### config.mk
export PLATFORM = sky130hd
export DESIGN_NAME = instr_bus_router
export DESIGN_NICKNAME = d
export VERILOG_FILES = /design/src/rtl/pixel_riscv_soc_pkg.sv /design/src/rtl/instr_bus_track_fifo.sv /design/src/rtl/instr_bus_router.sv
export SDC_FILE = /design/constraint.sdc
export NUM_CORES = 1
export LEC_CHECK = 0
export CAP_MARGIN = 5
export CORE_AREA = 2 2 66 68
export DETAILED_ROUTE_END_ITERATION = 16
export DIE_AREA = 0 0 68 70
export DONT_BUFFER_PORTS = 1
export GPL_TIMING_DRIVEN = 0
export PLACE_DENSITY = 0.45
export SYNTH_ARGS = -nofsm -noshare
export SYNTH_HDL_FRONTEND = slang
export SYNTH_SLANG_ARGS = --single-unit
### constraint.sdc
create_clock -name clk -period 3.5 [get_ports clk]
set_input_delay 0.525 -clock clk [delete_from_list [all_inputs] [get_ports clk]]
set_output_delay 0.525 -clock clk [all_outputs]
set_load 0.01 [all_outputs]
### src/rtl/pixel_riscv_soc_pkg.sv
// pixel_riscv_soc_pkg: shared instruction-bus constants (slave map defaults, named slave indices, NOP word)
package pixel_riscv_soc_pkg;
  localparam int INSTR_BUS_MAX_SLAVES = 8;
  localparam int INSTR_BUS_IDX_BOOT_ROM = 0;
  localparam int INSTR_BUS_IDX_CODE_RAM = 1;
  // Packed arrays: rightmost element is index 0 (boot ROM), next is index 1 (code RAM).
  localparam logic [1:0][31:0] INSTR_BUS_SLAVE_BASE = {32'h0001_0000, 32'h0000_0000};
  localparam logic [1:0][31:0] INSTR_BUS_SLAVE_MASK = {32'hFFFF_0000, 32'hFFFF_F000};
  localparam logic [31:0] INSTR_BUS_NOP = 32'h0000_0013;
endpackage

### src/rtl/instr_bus_track_fifo.sv
// instr_bus_track_fifo: in-order tracker of granted fetch targets
// Ports: clk, rst_n (async active-low), push/din (append target), pop (drop oldest),
//        head (oldest target), tail (newest target), full, empty.
module instr_bus_track_fifo #(
  parameter int DEPTH = 2,
  parameter int WIDTH = 2
) (
  input  logic             clk,
  input  logic             rst_n,
  input  logic             push,
  input  logic             pop,
  input  logic [WIDTH-1:0] din,
  output logic [WIDTH-1:0] head,
  output logic [WIDTH-1:0] tail,
  output logic             full,
  output logic             empty
);
  localparam int PW = DEPTH > 1 ? $clog2(DEPTH) : 1;
  localparam int CW = $clog2(DEPTH + 1);
  localparam logic [PW-1:0] LAST = PW'(DEPTH - 1);
  logic [DEPTH-1:0][WIDTH-1:0] mem_q, mem_d;
  logic [PW-1:0] wr_ptr_q, wr_ptr_d, rd_ptr_q, rd_ptr_d;
  logic [CW-1:0] count_q, count_d;
  // Pointers wrap explicitly so non-power-of-two depths work.
  always_comb begin
    mem_d = mem_q;
    if (push) mem_d[wr_ptr_q] = din;
    wr_ptr_d = push ? (wr_ptr_q == LAST ? '0 : wr_ptr_q + 1'b1) : wr_ptr_q;
    rd_ptr_d = pop ? (rd_ptr_q == LAST ? '0 : rd_ptr_q + 1'b1) : rd_ptr_q;
    count_d = count_q + CW'(push) - CW'(pop);
  end
  always_ff @(posedge clk or negedge rst_n) begin
    if (!rst_n) begin
      mem_q <= '0;
      wr_ptr_q <= '0;
      rd_ptr_q <= '0;
      count_q <= '0;
    end else begin
      mem_q <= mem_d;
      wr_ptr_q <= wr_ptr_d;
      rd_ptr_q <= rd_ptr_d;
      count_q <= count_d;
    end
  end
  assign head = mem_q[rd_ptr_q];
  assign tail = mem_q[wr_ptr_q == '0 ? LAST : wr_ptr_q - 1'b1];
  assign full = count_q == CW'(DEPTH);
  assign empty = count_q == '0;
endmodule

### src/rtl/instr_bus_router.sv
// instr_bus_router: decodes core fetches onto NUM_SLAVES instruction memories and returns responses in order
// Ports: clk, rst_n (async active-low); core side m_req/m_addr/m_gnt/m_rvalid/m_rdata/m_err;
//        slave side s_req/s_addr/s_gnt/s_rvalid/s_rdata (slave i at bits [i*32 +: 32]); busy.
// Macro INSTR_BUS_ROUTER_DECERR_EN: unmapped fetches answer with m_err=1 and zero data;
//        when undefined they answer with a NOP word and m_err stays 0.
module instr_bus_router
  import pixel_riscv_soc_pkg::*;
#(
  parameter int NUM_SLAVES = 2,
  parameter int MAX_OUTSTANDING = 2,
  parameter logic [NUM_SLAVES-1:0][31:0] SLAVE_BASE = INSTR_BUS_SLAVE_BASE,
  parameter logic [NUM_SLAVES-1:0][31:0] SLAVE_MASK = INSTR_BUS_SLAVE_MASK
) (
  input  logic                     clk,
  input  logic                     rst_n,
  input  logic                     m_req,
  input  logic [31:0]              m_addr,
  output logic                     m_gnt,
  output logic                     m_rvalid,
  output logic [31:0]              m_rdata,
  output logic                     m_err,
  output logic [NUM_SLAVES-1:0]    s_req,
  output logic [31:0]              s_addr,
  input  logic [NUM_SLAVES-1:0]    s_gnt,
  input  logic [NUM_SLAVES-1:0]    s_rvalid,
  input  logic [NUM_SLAVES*32-1:0] s_rdata,
  output logic                     busy
);
  localparam int TW = $clog2(NUM_SLAVES + 1);
  localparam logic [TW-1:0] DECERR = TW'(NUM_SLAVES);
`ifdef INSTR_BUS_ROUTER_DECERR_EN
  localparam logic [31:0] ERR_DATA = 32'h0;
`else
  localparam logic [31:0] ERR_DATA = INSTR_BUS_NOP;
`endif
  logic [TW-1:0] tgt, head, tail;
  logic full, empty, push, pop, can_issue;
  logic err_rvalid_q, err_rvalid_d;
  logic [NUM_SLAVES:0] gnt_ext, rv_ext;
  logic [NUM_SLAVES:0][31:0] rd_ext;
  // Scan from the top so the lowest matching index ends up selected.
  always_comb begin
    tgt = DECERR;
    for (int i = NUM_SLAVES - 1; i >= 0; i--)
      if ((m_addr & SLAVE_MASK[i]) == SLAVE_BASE[i]) tgt = TW'(i);
  end
  // Index NUM_SLAVES of each extended vector is the internal error responder.
  assign gnt_ext = {1'b1, s_gnt};
  assign rv_ext = {err_rvalid_q, s_rvalid};
  assign rd_ext = {ERR_DATA, s_rdata};
  // Only one target may be in flight at a time, so responses can never reorder.
  assign can_issue = !full && (empty || tgt == tail);
  assign m_gnt = m_req && can_issue && gnt_ext[tgt];
  always_comb begin
    s_req = '0;
    for (int i = 0; i < NUM_SLAVES; i++) s_req[i] = m_req && can_issue && tgt == TW'(i);
  end
  assign push = m_gnt;
  assign m_rvalid = !empty && rv_ext[head];
  assign pop = m_rvalid;
  assign m_rdata = rd_ext[head];
`ifdef INSTR_BUS_ROUTER_DECERR_EN
  assign m_err = m_rvalid && head == DECERR;
`else
  assign m_err = 1'b0;
`endif
  assign busy = !empty;
  assign s_addr = m_addr;
  assign err_rvalid_d = push && tgt == DECERR;
  always_ff @(posedge clk or negedge rst_n) begin
    if (!rst_n) err_rvalid_q <= 1'b0;
    else err_rvalid_q <= err_rvalid_d;
  end
  instr_bus_track_fifo #(
    .DEPTH(MAX_OUTSTANDING),
    .WIDTH(TW)
  ) u_fifo (
    .clk(clk),
    .rst_n(rst_n),
    .push(push),
    .pop(pop),
    .din(tgt),
    .head(head),
    .tail(tail),
    .full(full),
    .empty(empty)
  );
endmodule

# Word level (Yosys, flattened, before mapping)
# Index checks and enable logic that the tools add are counted.
[word_totals]
output_inout_bits = 70
mem_bits_ro = 0
latchBits = 0
reg_bits = 9
mem_bits_rw = 0
inputBits = 103
memories = 0
[op_classes]
n_mul = 0
n_reduce_logical = 14
shift = 0
muxes = 18
n_bitwise = 0
div = 0
order_cmp = 6
eq_ne = 5
n_addsub = 5
[op_table]
columns = ["operator", "n"]
rows = [
  ["$bmux 32 s2", 1],
  ["$logic_not 32->1", 1],
  ["$mux 32", 1],
  ["$eq 16x1->1 const B", 1],
  ["$mux 2", 7],
  ["$logic_and 1x1->1", 8],
  ["$lt 1x2->1 const B", 3],
  ["$lt 2x3->1 const B", 2],
  ["$mux 1", 5],
  ["$bmux 1 s2", 2],
  ["$bwmux 4", 1],
  ["$eq 2x2->1 const B", 2],
  ["$logic_not 2->1", 2],
  ["$add 1x1->1 const B", 2],
  ["$add 2x1->2", 1],
  ["$demux 2 s1", 1],
  ["$eq 2x1->1 const B", 1],
  ["$eq 2x2->1", 1],
  ["$logic_not 1->1", 2],
  ["$sub 2x1->2", 1],
  ["$ge 1x1->1 const B", 1],
  ["$logic_or 1x1->1", 1],
  ["$sub 1x1->1 const B", 1],
]

# Logic depth before layout (Yosys ltp)
[depth]
word_depth = 11
ltp_mapped = 11
mapped_depth_nobuf = 10

# Cells and area by module
# A second synthesis with hierarchy kept.
[unflattened]
hier_cells = 169
hier_area_um2 = 1345.0
[by_module_without_submodules]
columns = ["mod", "area_per_inst_um2", "seq_area_each_um2", "cells_each", "n_inst"]
rows = [
  ["instr_bus_router", 962.2, 25.0, 141, 1],
  ["instr_bus_track_fifo", 382.9, 200.2, 28, 1],
]

# Least setup slack after synthesis
# No wires, ideal clock.
[synth_path]
kind = "input to output"
from = "in m_addr[31]"
to = "out s_req[0]"
stages = 6
setup_slack_ns = 0.516
t_arrival_ns = 2.459
n_path_buf = 0
t_required_ns = 2.975
path_cell_list = "or4_4 -> or4_4 -> o21bai_4 -> a41oi_4 -> nand2b_1 -> nor4_1"
[synth_via]
elab_chain_len = 8
word_cells_on_any_way = 10
cone_classes = "eq/ne: 2; mux: 2; reduce/logical: 6"
[synth_rtl]
columns = ["item", "line", "rtl"]
rows = [
  ["start, declared", "instr_bus_router.sv:17", "input logic [31:0] m_addr,"],
  ["$eq 16x1->1", "instr_bus_router.sv:45", "if ((m_addr & SLAVE_MASK[i]) == SLAVE_BASE[i]) tgt = TW'(i);"],
  ["$mux 2", "instr_bus_router.sv:45", ""],
  ["$mux 2 *", "instr_bus_router.sv:45", ""],
  ["$eq 2x2->1", "instr_bus_router.sv:52", "assign can_issue = !full && (empty || tgt == tail);"],
  ["$logic_or 1x1->1", "instr_bus_router.sv:52", ""],
  ["$logic_and 1x1->1", "instr_bus_router.sv:52", ""],
  ["$logic_and 1x1->1", "instr_bus_router.sv:56", "for (int i = 0; i < NUM_SLAVES; i++) s_req[i] = m_req && can_issue && tgt == TW'(i);"],
  ["$logic_and 1x1->1 *", "instr_bus_router.sv:56", ""],
  ["end, declared", "instr_bus_router.sv:22", "output logic [NUM_SLAVES-1:0] s_req,"],
]
# Every way passes the cells marked *; elsewhere a longest branch is shown, timed or not.

# Worst setup path in the final report
# Ends and elaborated chain as after synthesis.

==> results.md <==
- Hold Fails Final Rpt: 0
- Endpoint class of the critical path: output port
- Clk_lat worst skew: ~0.23 ns
- DP Area: 1433 µm²
- ANT nets after route: 0
- CTS root buffer: clkbuf_8
- RSZ-0062 raised after global routing: no
- Pwr dens: about 360 nW/µm²
- # diodes: 0
- HP Start: u_fifo.count_q[1]$_DFF_PN0_
- Post-synth EDFFs: 0
- Most common cell on crit path: or4_4
- Crit-path max FO: 5
- Slowest cell on crit path: or4_4
- Synth warn: 0
- Vias: 1352
- Req. time, crit path: 2.97 ns
- H-Tree Level Count: 1
- Ys async rst share: 1.000
- Crit path launch: m_addr[31]
- Die W: between 60 and 70 µm
- CP peak stage delay: slightly below 0.6 ns
- Hold WC Path Type: reg2reg
- CP Class: in2out
- Initial Util: 0.3300
- Largest net degree at the start of global routing: 11
- Area Growth Syn to Fin: 8.783%
- Clock skew: 0.0003980 ns
- Detailed-route wire length: between 3 and 4 mm
- GRT Total Usage: 0.1427
- Router iterations before antenna repair: 4
- Row cnt: 24
- Initial drt markers: 62
- CTS Buf Count: 3
- Syn nets: between 300 and 400
- Share of cells above drive strength 1: 0.2452
- Wire per inst: 14.30 µm
- Netlist cell types: 30
- Period utilisation layout: 0.8785
- Fin nets: about 310
- Relative slew slack: 0.6059
- Fillers: 467
- Die Area: roughly 4800 µm²
- Fmax: between 300 and 400 MHz
- First-pass GRT wire length: about 5.4 mm
- CTS tree: done
- Core Area: 4144 µm²
- Longest Clk Path Bufs: 2
- Die Height: 70 µm
- Grt ovf: 0
- CTS Sinks: 9
- Boundary pin count: roughly 170
- Flops & latches, synth: 9
- Vias in the first global route: between 1000 and 1500
- Worst Tran Pin Value: ~0.57 ns
- Register area share after synthesis: 0.1647
- I/O Buffers: 0
- Final Max Slew Viols: 0
- Cell chain of the critical path: or4_4 -> or4_4 -> o21bai_4 -> a41oi_4 -> nand2b_1 -> nor4_1
- Minimum clock period: a little over 3 ns
- Final Instance Area: between 1000 and 1500 µm²
- Worst Path Arrival: 2.55 ns
- Mapped Area: 1368 µm²
- Startpoint types: primary input
- Status: finished clean
- Syn_area_per_cell: 6.737 µm²
- Initial antenna violation count: 0
- Post-DP HPWL: roughly 3.2 mm
- Post-Syn Instances: slightly above 200
- Routability congestion estimate: around 0.77
- Static Leakage: 0.6418 nW
- Setup Buffers After CTS: 0
- Peak VDD IR: approximately 0.12 mV
- Setup TNS: 0 ns
- Max-cap violations: 0
- Primary FF master, synth: dfrtp_1
- # DRC: 0
- Clock transition at path regs: around 0.04 ns
- Worst r2r src: u_fifo.rd_ptr_q$_DFFE_PN0P_
- Final setup fails: 0
- Drt via density: ~5.2
==> logic make-up (layout without fill, tap and decap cells) <==
| group | Yosys count | count (layout) | synth area share |
|---|---|---|---|
| DFF | 9 | 9 | 0.1647 |
| buffers and inverters | 47 | 52 | 0.2196 |
| and+or+nand+nor | 91 | 91 | 0.3175 |
| xor gates and xnor gates | 5 | 5 | 0.03203 |
| other | 1 | 1 | 0.002742 |
| muxes | 10 | 10 | 0.07959 |
| adders and majority gates | 2 | 2 | 0.01830 |
| AOI/OAI and AO/OA | 38 | 38 | 0.1656 |
==> cells in the final DEF, fill, tap and decap left out, types with 4 or more instances in the layout <==
cell type,Yosys,layout
nor4_1,4,4
nor3_1,4,4
a21oi_1,34,34
inv_1,4,4
buf_4,33,33
clkbuf_1,10,11
nand2_1,62,62
nor2_1,6,6
dfrtp_1,9,9
or4_4,4,4
mux2_2,5,5
==> critical path: cells and delay by family <==
kind	cells	cell delay [ns]
AND/OR/NAND/NOR	4	1.69
AO/OA/AOI/OAI	2	0.33
==> area by class of cell <==
class                      count  area (µm²)  area share
timing repair buffer           1       10.01    0.006728
tap                           52       65.06     0.04373
multi-input combinational    147       842.1      0.5660
sequential                     9       225.2      0.1514
buffer                        43       285.3      0.1918
clock buffer                   4       45.04     0.03028
inverter                       4       15.01     0.01009
==> layer usage <==
metal | track usage | part of all wire
met5 | 0 | 0
met4 | 0.02667 | 0.0035
met3 | 0.02899 | 0.087
met2 | 0.2557 | 0.54
met1 | 0.1719 | 0.37
==> final timing paths <==
path	endpoint	slack [ns]	cells past startpoint
worst max-delay path	s_req[0]	0.43	6
worst min register to register	u_fifo.count_q[1]$_DFF_PN0_	0.47	1
max in group asynchronous	u_fifo.mem_q[2]$_DFFE_PN0P_	2.55	1
worst min-delay path	u_fifo.count_q[1]$_DFF_PN0_	0.47	1
worst max register to register	u_fifo.count_q[1]$_DFF_PN0_	0.81	11
min in group asynchronous	u_fifo.wr_ptr_q$_DFFE_PN0N_	0.66	1
==> stage by stage <==
step	hold WS, ns	utilization	cells	power, W	worst slack [ns]
6_report	0.4747	0.3590	260	0.0005292	0.4252
5_1_grt	0.4964	0.3590	260	0.0005743	0.2973
4_1_cts	0.4781	0.3590	260	0.0005380	0.3957
3_5_place_dp	0.2296	0.3457	255	0.0004090	0.3904
3_3_place_gp	0.2296	0.3457	255	0.0004004	0.4201
2_1_floorplan	0.2294	-	203	0.0003705	0.5165
==> registers in the layout (all words and copies together), names as in the netlist <==
register and flops:
u_fifo.wr_ptr_q 1, u_fifo.rd_ptr_q 1, err_rvalid_q 1, u_fifo.mem_q 4, u_fifo.count_q 2
==> where the power goes <==
| part | internal, W | switching, W | leakage (nW) |
|---|---|---|---|
| clock | 0.0000795 | 0.0000422 | 0.0228 |
| sequential | 0.000137 | 0.0000280 | 0.105 |
| combinational | 0.000118 | 0.000125 | 0.514 |
==> cells in the mapped netlist, types with 2 or more instances <==
cell type / instances / area share
a21oi_1: 34 / 0.12
and2_1: 2 / 0.0091
buf_4: 33 / 0.18
clkbuf_1: 10 / 0.027
dfrtp_1: 9 / 0.16
ha_1: 2 / 0.018
inv_1: 4 / 0.011
mux2_1: 2 / 0.016
mux2_2: 5 / 0.041
mux2i_1: 3 / 0.022
nand2_1: 62 / 0.17
nor2_1: 6 / 0.016
nor3_1: 4 / 0.015
nor4_1: 4 / 0.018
o21ai_0: 2 / 0.0073
or4_4: 4 / 0.033
xnor2_1: 2 / 0.013
xor2_1: 3 / 0.019
==> repair_timing <==
item                                   4_1_cts  5_1_grt
gates resized for setup                      0        0
hold buffers                                 1        0
endpoints found under the hold margin        9        0
No activity file was read; power rests on OpenSTA's default activity.
